File: src/rtl/sd_spi_target_pkg.sv
// Constants and command-framer state encoding shared by the SPI-mode SD target.
package sd_spi_target_pkg;

  localparam logic [1:0] SD_START_BITS = 2'b01;
  localparam logic [7:0] SD_FILL       = 8'hFF;
  localparam int         SD_CMD_BYTES  = 6;
  localparam int         SD_ARG_BYTES  = SD_CMD_BYTES - 2;

  typedef enum logic [2:0] {
    CMD_IDLE,
    CMD_ARG0,
    CMD_ARG1,
    CMD_ARG2,
    CMD_ARG3,
    CMD_CRC
  } cmd_state_e;

endpackage

File: src/rtl/sd_spi_target_resp_fifo.sv
// Response byte FIFO; head is visible combinationally, push/pop land on the next clk.
// Push while full is dropped unless a same-clk pop frees a slot; flush beats push.
module resp_fifo #(
  parameter int WIDTH      = 8,
  parameter int DEPTH_LOG2 = 2
) (
  input  logic             clk,
  input  logic             n_reset,
  input  logic             push,
  input  logic [WIDTH-1:0] push_data,
  input  logic             pop,
  input  logic             flush,
  output logic [WIDTH-1:0] head,
  output logic             full,
  output logic             empty
);

  localparam int                  DEPTH    = 2 ** DEPTH_LOG2;
  localparam logic [DEPTH_LOG2:0] FULL_CNT = (DEPTH_LOG2 + 1)'(DEPTH);

  logic [WIDTH-1:0]      mem_q [DEPTH];
  logic [DEPTH_LOG2-1:0] wr_ptr_q, wr_ptr_d;
  logic [DEPTH_LOG2-1:0] rd_ptr_q, rd_ptr_d;
  logic [DEPTH_LOG2:0]   count_q, count_d;
  logic                  do_push, do_pop;

  assign full  = (count_q == FULL_CNT);
  assign empty = (count_q == '0);
  assign head  = mem_q[rd_ptr_q];

  always_comb begin
    do_pop   = pop & ~empty;
    do_push  = push & (~full | do_pop) & ~flush;
    wr_ptr_d = wr_ptr_q;
    rd_ptr_d = rd_ptr_q;
    count_d  = count_q;
    if (flush) begin
      wr_ptr_d = '0;
      rd_ptr_d = '0;
      count_d  = '0;
    end else begin
      if (do_push) wr_ptr_d = wr_ptr_q + 1'b1;
      if (do_pop)  rd_ptr_d = rd_ptr_q + 1'b1;
      if (do_push && !do_pop) count_d = count_q + 1'b1;
      if (!do_push && do_pop) count_d = count_q - 1'b1;
    end
  end

  always_ff @(posedge clk or negedge n_reset) begin
    if (!n_reset) begin
      wr_ptr_q <= '0;
      rd_ptr_q <= '0;
      count_q  <= '0;
    end else begin
      wr_ptr_q <= wr_ptr_d;
      rd_ptr_q <= rd_ptr_d;
      count_q  <= count_d;
    end
  end

  always_ff @(posedge clk) begin
    if (do_push) mem_q[wr_ptr_q] <= push_data;
  end

endmodule

File: src/rtl/sd_spi_target.sv
// SPI-mode SD target: oversampled mode-0 slave framing 6-byte commands; rx_strobe lands 3 clk
// after the raw 8th SCLK rise. No backpressure toward the master: queued responses, else 0xFF.
module sd_spi_target
  import sd_spi_target_pkg::*;
#(
  parameter int RESP_DEPTH_LOG2 = 2,
  parameter int NCR_BYTES       = 1
) (
  input  logic        clk,
  input  logic        n_reset,
  input  logic        sdCS,
  input  logic        sdSCLK,
  input  logic        sdMOSI,
  output logic        sdMISO,
  output logic        sdMISO_oe,
  output logic [7:0]  rx_data,
  output logic        rx_strobe,
  output logic        cmd_valid,
  output logic [5:0]  cmd_index,
  output logic [31:0] cmd_arg,
  output logic [6:0]  cmd_crc,
  output logic        cmd_error,
  input  logic [7:0]  resp_data,
  input  logic        resp_wr,
  output logic        resp_full,
  output logic        resp_empty
);

  localparam logic [3:0] NCR_MAX = 4'(NCR_BYTES);

  logic cs_meta_q, cs_sync_q, cs_prev_q;
  logic sclk_meta_q, sclk_sync_q, sclk_prev_q;
  logic mosi_meta_q, mosi_sync_q;
  logic sel_q, sel_d;
  logic [2:0] bit_cnt_q, bit_cnt_d;
  logic [6:0] rx_sh_q, rx_sh_d;
  logic [7:0] tx_q, tx_d;
  logic [3:0] ncr_q, ncr_d;
  logic [7:0] rx_data_q, rx_data_d;
  logic rx_strobe_q, rx_strobe_d;
  logic cmd_valid_q, cmd_valid_d;
  logic cmd_error_q, cmd_error_d;
  logic [5:0] idx_q, idx_d, cmd_index_q, cmd_index_d;
  logic [8*SD_ARG_BYTES-1:0] arg_sh_q, arg_sh_d, cmd_arg_q, cmd_arg_d;
  logic [6:0] cmd_crc_q, cmd_crc_d;
  cmd_state_e state_q, state_d;

  logic       cs_fall, cs_rise, sclk_rise, sclk_fall;
  logic [7:0] rx_byte;
  logic       fifo_pop, fifo_flush;
  logic [7:0] fifo_head;

  resp_fifo #(
    .WIDTH      (8),
    .DEPTH_LOG2 (RESP_DEPTH_LOG2)
  ) u_resp_fifo (
    .clk       (clk),
    .n_reset   (n_reset),
    .push      (resp_wr),
    .push_data (resp_data),
    .pop       (fifo_pop),
    .flush     (fifo_flush),
    .head      (fifo_head),
    .full      (resp_full),
    .empty     (resp_empty)
  );

  assign cs_fall   = cs_prev_q & ~cs_sync_q;
  assign cs_rise   = ~cs_prev_q & cs_sync_q;
  assign sclk_rise = sclk_sync_q & ~sclk_prev_q;
  assign sclk_fall = ~sclk_sync_q & sclk_prev_q;
  assign rx_byte   = {rx_sh_q, mosi_sync_q};

  always_comb begin
    sel_d       = sel_q;
    bit_cnt_d   = bit_cnt_q;
    rx_sh_d     = rx_sh_q;
    tx_d        = tx_q;
    ncr_d       = ncr_q;
    rx_data_d   = rx_data_q;
    rx_strobe_d = 1'b0;
    cmd_valid_d = 1'b0;
    cmd_error_d = 1'b0;
    idx_d       = idx_q;
    arg_sh_d    = arg_sh_q;
    cmd_index_d = cmd_index_q;
    cmd_arg_d   = cmd_arg_q;
    cmd_crc_d   = cmd_crc_q;
    state_d     = state_q;
    fifo_pop    = 1'b0;
    fifo_flush  = 1'b0;

    if (cs_rise) begin
      sel_d      = 1'b0;
      tx_d       = SD_FILL;
      bit_cnt_d  = '0;
      ncr_d      = '0;
      state_d    = CMD_IDLE;
      fifo_flush = 1'b1;
    end else if (cs_fall) begin
      sel_d     = 1'b1;
      bit_cnt_d = '0;
      tx_d      = SD_FILL;
    end else if (sel_q && sclk_rise) begin
      rx_sh_d   = rx_byte[6:0];
      bit_cnt_d = bit_cnt_q + 3'd1;
      if (bit_cnt_q == 3'd7) begin
        rx_data_d   = rx_byte;
        rx_strobe_d = 1'b1;
        case (state_q)
          CMD_IDLE: begin
            if (rx_byte[7:6] == SD_START_BITS) begin
              idx_d   = rx_byte[5:0];
              ncr_d   = '0;
              state_d = CMD_ARG0;
            end
          end
          CMD_ARG0: begin arg_sh_d = {arg_sh_q[23:0], rx_byte}; state_d = CMD_ARG1; end
          CMD_ARG1: begin arg_sh_d = {arg_sh_q[23:0], rx_byte}; state_d = CMD_ARG2; end
          CMD_ARG2: begin arg_sh_d = {arg_sh_q[23:0], rx_byte}; state_d = CMD_ARG3; end
          CMD_ARG3: begin arg_sh_d = {arg_sh_q[23:0], rx_byte}; state_d = CMD_CRC;  end
          CMD_CRC: begin
            if (rx_byte[0]) begin
              cmd_index_d = idx_q;
              cmd_arg_d   = arg_sh_q;
              cmd_crc_d   = rx_byte[7:1];
              cmd_valid_d = 1'b1;
            end else begin
              cmd_error_d = 1'b1;
            end
            state_d = CMD_IDLE;
          end
          default: state_d = CMD_IDLE;
        endcase
      end
    end else if (sel_q && sclk_fall) begin
      // Responses are held back while a frame is in flight, then NCR filler counts from its end.
      if (bit_cnt_q != 3'd0) begin
        tx_d = {tx_q[6:0], 1'b1};
      end else if (state_q != CMD_IDLE) begin
        tx_d = SD_FILL;
      end else if (ncr_q < NCR_MAX) begin
        tx_d  = SD_FILL;
        ncr_d = ncr_q + 4'd1;
      end else if (!resp_empty) begin
        tx_d     = fifo_head;
        fifo_pop = 1'b1;
      end else begin
        tx_d = SD_FILL;
      end
    end
  end

  always_ff @(posedge clk or negedge n_reset) begin
    if (!n_reset) begin
      cs_meta_q   <= 1'b1;
      cs_sync_q   <= 1'b1;
      cs_prev_q   <= 1'b1;
      sclk_meta_q <= 1'b0;
      sclk_sync_q <= 1'b0;
      sclk_prev_q <= 1'b0;
      mosi_meta_q <= 1'b1;
      mosi_sync_q <= 1'b1;
      sel_q       <= 1'b0;
      bit_cnt_q   <= '0;
      rx_sh_q     <= '0;
      tx_q        <= SD_FILL;
      ncr_q       <= '0;
      rx_data_q   <= '0;
      rx_strobe_q <= 1'b0;
      cmd_valid_q <= 1'b0;
      cmd_error_q <= 1'b0;
      idx_q       <= '0;
      arg_sh_q    <= '0;
      cmd_index_q <= '0;
      cmd_arg_q   <= '0;
      cmd_crc_q   <= '0;
      state_q     <= CMD_IDLE;
    end else begin
      cs_meta_q   <= sdCS;
      cs_sync_q   <= cs_meta_q;
      cs_prev_q   <= cs_sync_q;
      sclk_meta_q <= sdSCLK;
      sclk_sync_q <= sclk_meta_q;
      sclk_prev_q <= sclk_sync_q;
      mosi_meta_q <= sdMOSI;
      mosi_sync_q <= mosi_meta_q;
      sel_q       <= sel_d;
      bit_cnt_q   <= bit_cnt_d;
      rx_sh_q     <= rx_sh_d;
      tx_q        <= tx_d;
      ncr_q       <= ncr_d;
      rx_data_q   <= rx_data_d;
      rx_strobe_q <= rx_strobe_d;
      cmd_valid_q <= cmd_valid_d;
      cmd_error_q <= cmd_error_d;
      idx_q       <= idx_d;
      arg_sh_q    <= arg_sh_d;
      cmd_index_q <= cmd_index_d;
      cmd_arg_q   <= cmd_arg_d;
      cmd_crc_q   <= cmd_crc_d;
      state_q     <= state_d;
    end
  end

  assign sdMISO    = tx_q[7];
  assign sdMISO_oe = sel_q;
  assign rx_data   = rx_data_q;
  assign rx_strobe = rx_strobe_q;
  assign cmd_valid = cmd_valid_q;
  assign cmd_error = cmd_error_q;
  assign cmd_index = cmd_index_q;
  assign cmd_arg   = cmd_arg_q;
  assign cmd_crc   = cmd_crc_q;

endmodule
File: config.mk
export PLATFORM = sky130hd
export DESIGN_NAME = sd_spi_target
export DESIGN_NICKNAME = d
export VERILOG_FILES = /design/src/rtl/sd_spi_target_pkg.sv /design/src/rtl/sd_spi_target_resp_fifo.sv /design/src/rtl/sd_spi_target.sv
export SDC_FILE = /design/constraint.sdc
export NUM_CORES = 1
export LEC_CHECK = 0
export CAP_MARGIN = 40
export CORE_ASPECT_RATIO = 0.75
export CORE_MARGIN = 10
export CORE_UTILIZATION = 37
export CTS_BUF_LIST = sky130_fd_sc_hd__clkbuf_8
export DETAILED_ROUTE_END_ITERATION = 16
export PLACE_DENSITY = 0.6
export SLEW_MARGIN = 20
export SYNTH_ARGS = -nofsm -noshare
export SYNTH_HDL_FRONTEND = slang
export SYNTH_SLANG_ARGS = --single-unit
File: constraint.sdc
create_clock -name clk -period 6.1 [get_ports clk]
set_input_delay 1.22 -clock clk [delete_from_list [all_inputs] [get_ports clk]]
set_output_delay 1.22 -clock clk [all_outputs]
set_load 0.02 [all_outputs]
# Word-level counts from Yosys, hierarchy flattened
# Memory sizes are Yosys's and may differ from the RTL's.
# Index checks and enable logic that the tools add are counted.
# word_totals
reg_bits,135
ramBits,32
out_inout_bits,60
memories,1
inputBits,14
# classes
muxes,63
n_lt_le_gt_ge,1
add_sub_neg,6
eq_ne,16
bitwise_logic,17
reduce_logical,29
# mem_list
memory,words,width,read_ports,rd_clocked_by_memory_dff,wr,line_no,rtl
u_resp_fifo.mem_q,4,8,1,0,1,sd_spi_target_resp_fifo.sv:21,logic [WIDTH-1:0] mem_q [DEPTH];
# op_table
op,count
2-to-1 mux 8 bit,8
2-to-1 mux 4 bit,10
2-to-1 mux 3 bit,11
2-to-1 mux 1 bit,29
nonzero test 3 bit,7
case mux 3 bit (5 select lines),1
"== test 3 bit, second input constant",4
"inequality test 3 bit, second input constant",4
AND reduction 6 bit,2
nonzero test 2 bit,5
"inequality test 3 x 2 -> 1 bit, second input constant",3
NOT 1 bit,9
2-to-1 mux 2 bit,4
AND reduction 4 bit,2
AND reduction 8 bit,1
AND 1 bit,7
"adder 3 x 1 -> 3 bit, second input constant",2
"== test 3 x 2 -> 1 bit, second input constant",2
zero test 3 bit,2
AND reduction 5 bit,1
"adder 2 x 1 -> 2 bit, second input constant",2
"adder 4 x 1 -> 4 bit, second input constant",1
logical AND 1 bit,4
"< comparator 4 x 1 -> 1 bit, second input constant",1
9 further kinds,10

# Logic depth before layout (Yosys ltp)
# logic_depth
depth_word,17
mapped_depth,11
depth_no_buf,11

# Modules after synthesis
# Synthesis repeated with hierarchy kept, for this count alone.
# hier_totals
hier_cells,457
hier_area_um2,6874.1
# by_module_without_submodules
mod,area_per_inst_um2,cells_per_inst,instances
sd_spi_target,5168.7,352,1
resp_fifo,1705.4,105,1

# Least setup slack after synthesis
# No wires, ideal clock.
# synth_path
path_type,register -> register
from,register cs_sync_q
to,register u_resp_fifo.count_q[2]
stages_incl_launch_ff,12
path_slack_ns,3.339
required_time_ns,5.975
period_less_slack_ns,2.761
setup_time_ns,0.125
n_path_buf,0
arrival_ns,2.636
cell_sequence,dfstp_2 -> inv_1 -> ha_1 -> and2b_1 -> and2_4 -> nand3_4 -> a21oi_1 -> nor2_1 -> fa_1 -> and3_1 -> mux2i_1 -> mux2_2
# synth_between
elab_chain_cells,12
# synth_lines
element,line_no,rtl
"start, declared",sd_spi_target.sv:31,"logic cs_meta_q, cs_sync_q, cs_prev_q;"
"start signal, assigned",sd_spi_target.sv:181,cs_sync_q <= cs_meta_q;
NOT 1 bit,sd_spi_target.sv:68,assign cs_fall = cs_prev_q & ~cs_sync_q;
AND 1 bit,sd_spi_target.sv:68,
2-to-1 mux 1 bit,sd_spi_target.sv:100,end else if (cs_fall) begin
2-to-1 mux 1 bit,sd_spi_target.sv:93,if (cs_rise) begin
AND 1 bit,sd_spi_target_resp_fifo.sv:32,do_pop = pop & ~empty;
OR 1 bit,sd_spi_target_resp_fifo.sv:33,do_push = push & (~full | do_pop) & ~flush;
AND 1 bit (2 in a row),sd_spi_target_resp_fifo.sv:33,
zero test 1 bit,sd_spi_target_resp_fifo.sv:45,if (!do_push && do_pop) count_d = count_q - 1'b1;
logical AND 1 bit,sd_spi_target_resp_fifo.sv:45,
2-to-1 mux 3 bit,sd_spi_target_resp_fifo.sv:45,
2-to-1 mux 3 bit,sd_spi_target_resp_fifo.sv:37,if (flush) begin
"end signal, assigned",sd_spi_target_resp_fifo.sv:57,count_q <= count_d;
"end, declared",sd_spi_target_resp_fifo.sv:24,"logic [DEPTH_LOG2:0] count_q, count_d;"
# Several ways; a longest one is shown, not always the timed one.
# A chain may end at the register's enable or synchronous reset.

# Worst setup path after layout
# layout_path
from,register cs_prev_q
to,register u_resp_fifo.count_q[2]
# layout_between
elab_chain_cells,11
# layout_lines
element,line_no,rtl
"start, declared",sd_spi_target.sv:31,
"start signal, assigned",sd_spi_target.sv:182,cs_prev_q <= cs_sync_q;
AND 1 bit / NOT 1 bit (equally long branches),"sd_spi_target.sv:68, sd_spi_target.sv:69",
2-to-1 mux 1 bit / AND 1 bit (equally long branches),"sd_spi_target.sv:100, sd_spi_target.sv:69",
2-to-1 mux 1 bit,sd_spi_target.sv:93,
AND 1 bit,sd_spi_target_resp_fifo.sv:32,
OR 1 bit,sd_spi_target_resp_fifo.sv:33,
AND 1 bit (2 in a row),sd_spi_target_resp_fifo.sv:33,
zero test 1 bit,sd_spi_target_resp_fifo.sv:45,
logical AND 1 bit,sd_spi_target_resp_fifo.sv:45,
2-to-1 mux 3 bit,sd_spi_target_resp_fifo.sv:45,
2-to-1 mux 3 bit,sd_spi_target_resp_fifo.sv:37,
# Several ways; a longest one is shown, not always the timed one.

==> metrics.yaml <==
status: "finished clean"
dieWidth_um: 177
synth_nets: 458
slew_headroom_pct: 57.1
wirelength_um: 12600
min_path_type: "reg2reg"
fin_cells: 768
synth-edff-count: 32
clkSinkCount: 167
clk_pin_slew_ns: 0.09
startpoint_type: "flip-flop"
synth.most_common_cell: "dfrtp_1"
antenna_found_initial: 0
finalHoldViolCount: 0
avgRoutedWirePerCell_um: 16.4
clk_path_buf_depth: 2
cp.buffers_inverters: 2
grt_usage_pct: 10.9
nets: 539
place.gp.congestion: 0.801
setup_viol: 0
cp_slowest_cell: "dfstp_2"
via_count: 3640
synth_area_leaders: "dfrtp_1, edfxtp_1, mux2_2, mux2_4, dfstp_2"
end_kind: "flip-flop"
synth-main-ff-cell: "dfrtp_1"
die_h_um: 138
grt_start_max_net_pins: 69
synthTopCellsByCount: "dfrtp_1, mux2_2, mux2_4"
htree_num_levels: 4
die_area_um2: 24300
synthArstFlopShare_pct: 80.8
finalCritPeriodShare_pct: 54.3
maxCapViolations: 0
rsz0062_at_grt: "false"
cts_buffers: 17
ir_drop_mv: 0.143
path_cells: "inv_1 -> ha_1 -> inv_1 -> and2_4 -> nand3_4 -> a21oi_1 -> nor2_1 -> fa_1 -> and3_1 -> mux2i_1 -> mux2_2"
syn2layout_area_growth_pct: 21.7
crit_path_frequent_cell: "inv_1"
cts_resized: 0
synth_area_um2: 6830
dr.pass1.iters: 4
fin_skew_ns: 0.0167
tritoncts: "built"
arrival_ns: 3.65
tns_ns: 0
critical_path.max_fanout: 14
final_util_pct: 46.5
drtIter0Drc: 204
grt_pass1_wl_um: 20900
avgSynthCellArea_um2: 15.8
ios: 74
finalMaxSlewViolations: 0
period_minus_slack_ns: 3.31
drc: 0
ys_seq_elements: 167
clock_latency_ns: 0.46
synth_top_area_cell: "dfrtp_1"
post_cts_buffers: 0
path_delay_family: "adder cells"
port_buffers: 73
antenna_left: 0
cp_slowest_stage_delay_ns: 0.54
tightestPinTransition_ns: 0.644
diodes: 0
initial_core_util_pct: 38.2
postCtsHoldBufs: 0
syn_inst: 432
clock-root-buffer: "clkbuf_8"
ys_seq_area_share_pct: 63.8
yosys_warnings: 0
dp_hpwl_um: 8760
p_leak_nw: 3.84
path_class: "reg2reg"
rows: 42
ys_types: 48
fillerInstances: 1574
grt_pass1_vias: 3898
dp_slack_ns: 2.62
overflow: 0
vias_per_cell: 4.74
drive_above_1_share_pct: 31.7
coreArea_um2: 17900
worst_ep_required_time_ns: 6.44
worst_slack_ns: 2.79
power_mw: 2.49
power_density_nw_per_um2: 300
netlist.area_leader.share_pct: 44.7
placed_cells: 734
fmax_mhz: 302
[final timing paths]
path	from	end	slack (ns)	depth (start not counted)
min in group asynchronous	n_reset	cmd_arg[28]$_DFFE_PN0P_	0.73	1
max reg2reg	cs_prev_q$_DFF_PN1_	u_resp_fifo.count_q[2]$_DFFE_PN0P_	2.79	11
max	cs_prev_q$_DFF_PN1_	u_resp_fifo.count_q[2]$_DFFE_PN0P_	2.79	11
max in group asynchronous	n_reset	mosi_meta_q$_DFF_PN1_	4.32	3
min	cs_meta_q$_DFF_PN1_	cs_sync_q$_DFF_PN1_	0.36	0
min reg2reg	cs_meta_q$_DFF_PN1_	cs_sync_q$_DFF_PN1_	0.36	0
[layer usage]
| layer | part of all wire [%] | global-route usage [%] | routed length [um] |
|---|---|---|---|
| met4 | 1.8 | 5.12 | 226 |
| met3 | 4.5 | 3.34 | 566 |
| met2 | 45 | 16.2 | 5710 |
| met5 | 0 | 0 | 0 |
| met1 | 48 | 14.3 | 6120 |
[worst register-to-register path, cell delays in order (launching register included)]
cell	delay, ns
dfstp_2	0.54
inv_1	0.04
ha_1	0.34
inv_1	0.38
and2_4	0.25
nand3_4	0.13
a21oi_1	0.34
nor2_1	0.11
fa_1	0.44
and3_1	0.16
mux2i_1	0.13
mux2_2	0.34
[placed cells by master, fill, tap and decap left out, types with 3 or more instances in the layout]
cell               n
nor2_1            28
mux4_2             8
nand2_1           13
a21oi_1            3
nand3_1           10
inv_1             12
nor2b_1            6
clkbuf_8          20
o22ai_1            8
bufinv_16          3
dfstp_2           13
mux2i_1            5
buf_16             3
inv_6              6
mux2_2            61
o21ai_0            6
mux2_4            40
edfxtp_1          32
clkdlybuf4s50_1   72
and2_1             4
dfrtp_1          122
ha_1              11
[sequential cells by signal (all words and copies together) (netlist names), 2 cells and up]
signal	cells
arg_sh_q	32
cmd_arg	32
u_resp_fifo.mem_q	32
rx_data	8
tx_q	8
cmd_crc	7
rx_sh_q	7
cmd_index	6
idx_q	6
ncr_q	4
bit_cnt_q	3
state_q	3
u_resp_fifo.count_q	3
u_resp_fifo.rd_ptr_q	2
u_resp_fifo.wr_ptr_q	2
[where the power goes]
| group | leakage (nW) | total, mW | switching [mW] | internal (mW) |
|---|---|---|---|---|
| combinational | 1.51 | 0.298 | 0.159 | 0.139 |
| sequential | 2.10 | 1.32 | 0.0831 | 1.23 |
| clock | 0.230 | 0.877 | 0.425 | 0.452 |
| total | 3.84 | 2.49 | 0.667 | 1.83 |
[logic make-up after synthesis]
kind of cell,Yosys count,synth area share (%)
compound gates,29,2.90
flops,167,63.8
buf+inv,28,2.09
mux,116,22.6
fa+ha+maj,12,2.31
simple gates,80,6.36
[layout make-up]
class                           count  area, um2  area share (%)
Clock buffer                       20        275            3.31
Clock inverter                     12        171            2.06
Inverter                           12       45.0           0.542
Multi-Input combinational cell    237       2330            28.0
Sequential cell                   167       4360            52.4
Tap cell                          242        303            3.64
Timing Repair Buffer               78        830            9.98
[metrics by stage]
stage               cell area, um2  hold slack [ns]
finish                        8310            0.359
floorplan                     6830            0.331
global route                  8310            0.363
global placement              7780            0.334
CTS                           8250            0.360
detailed placement            7810            0.342
Power figures use the tool's default switching activity.
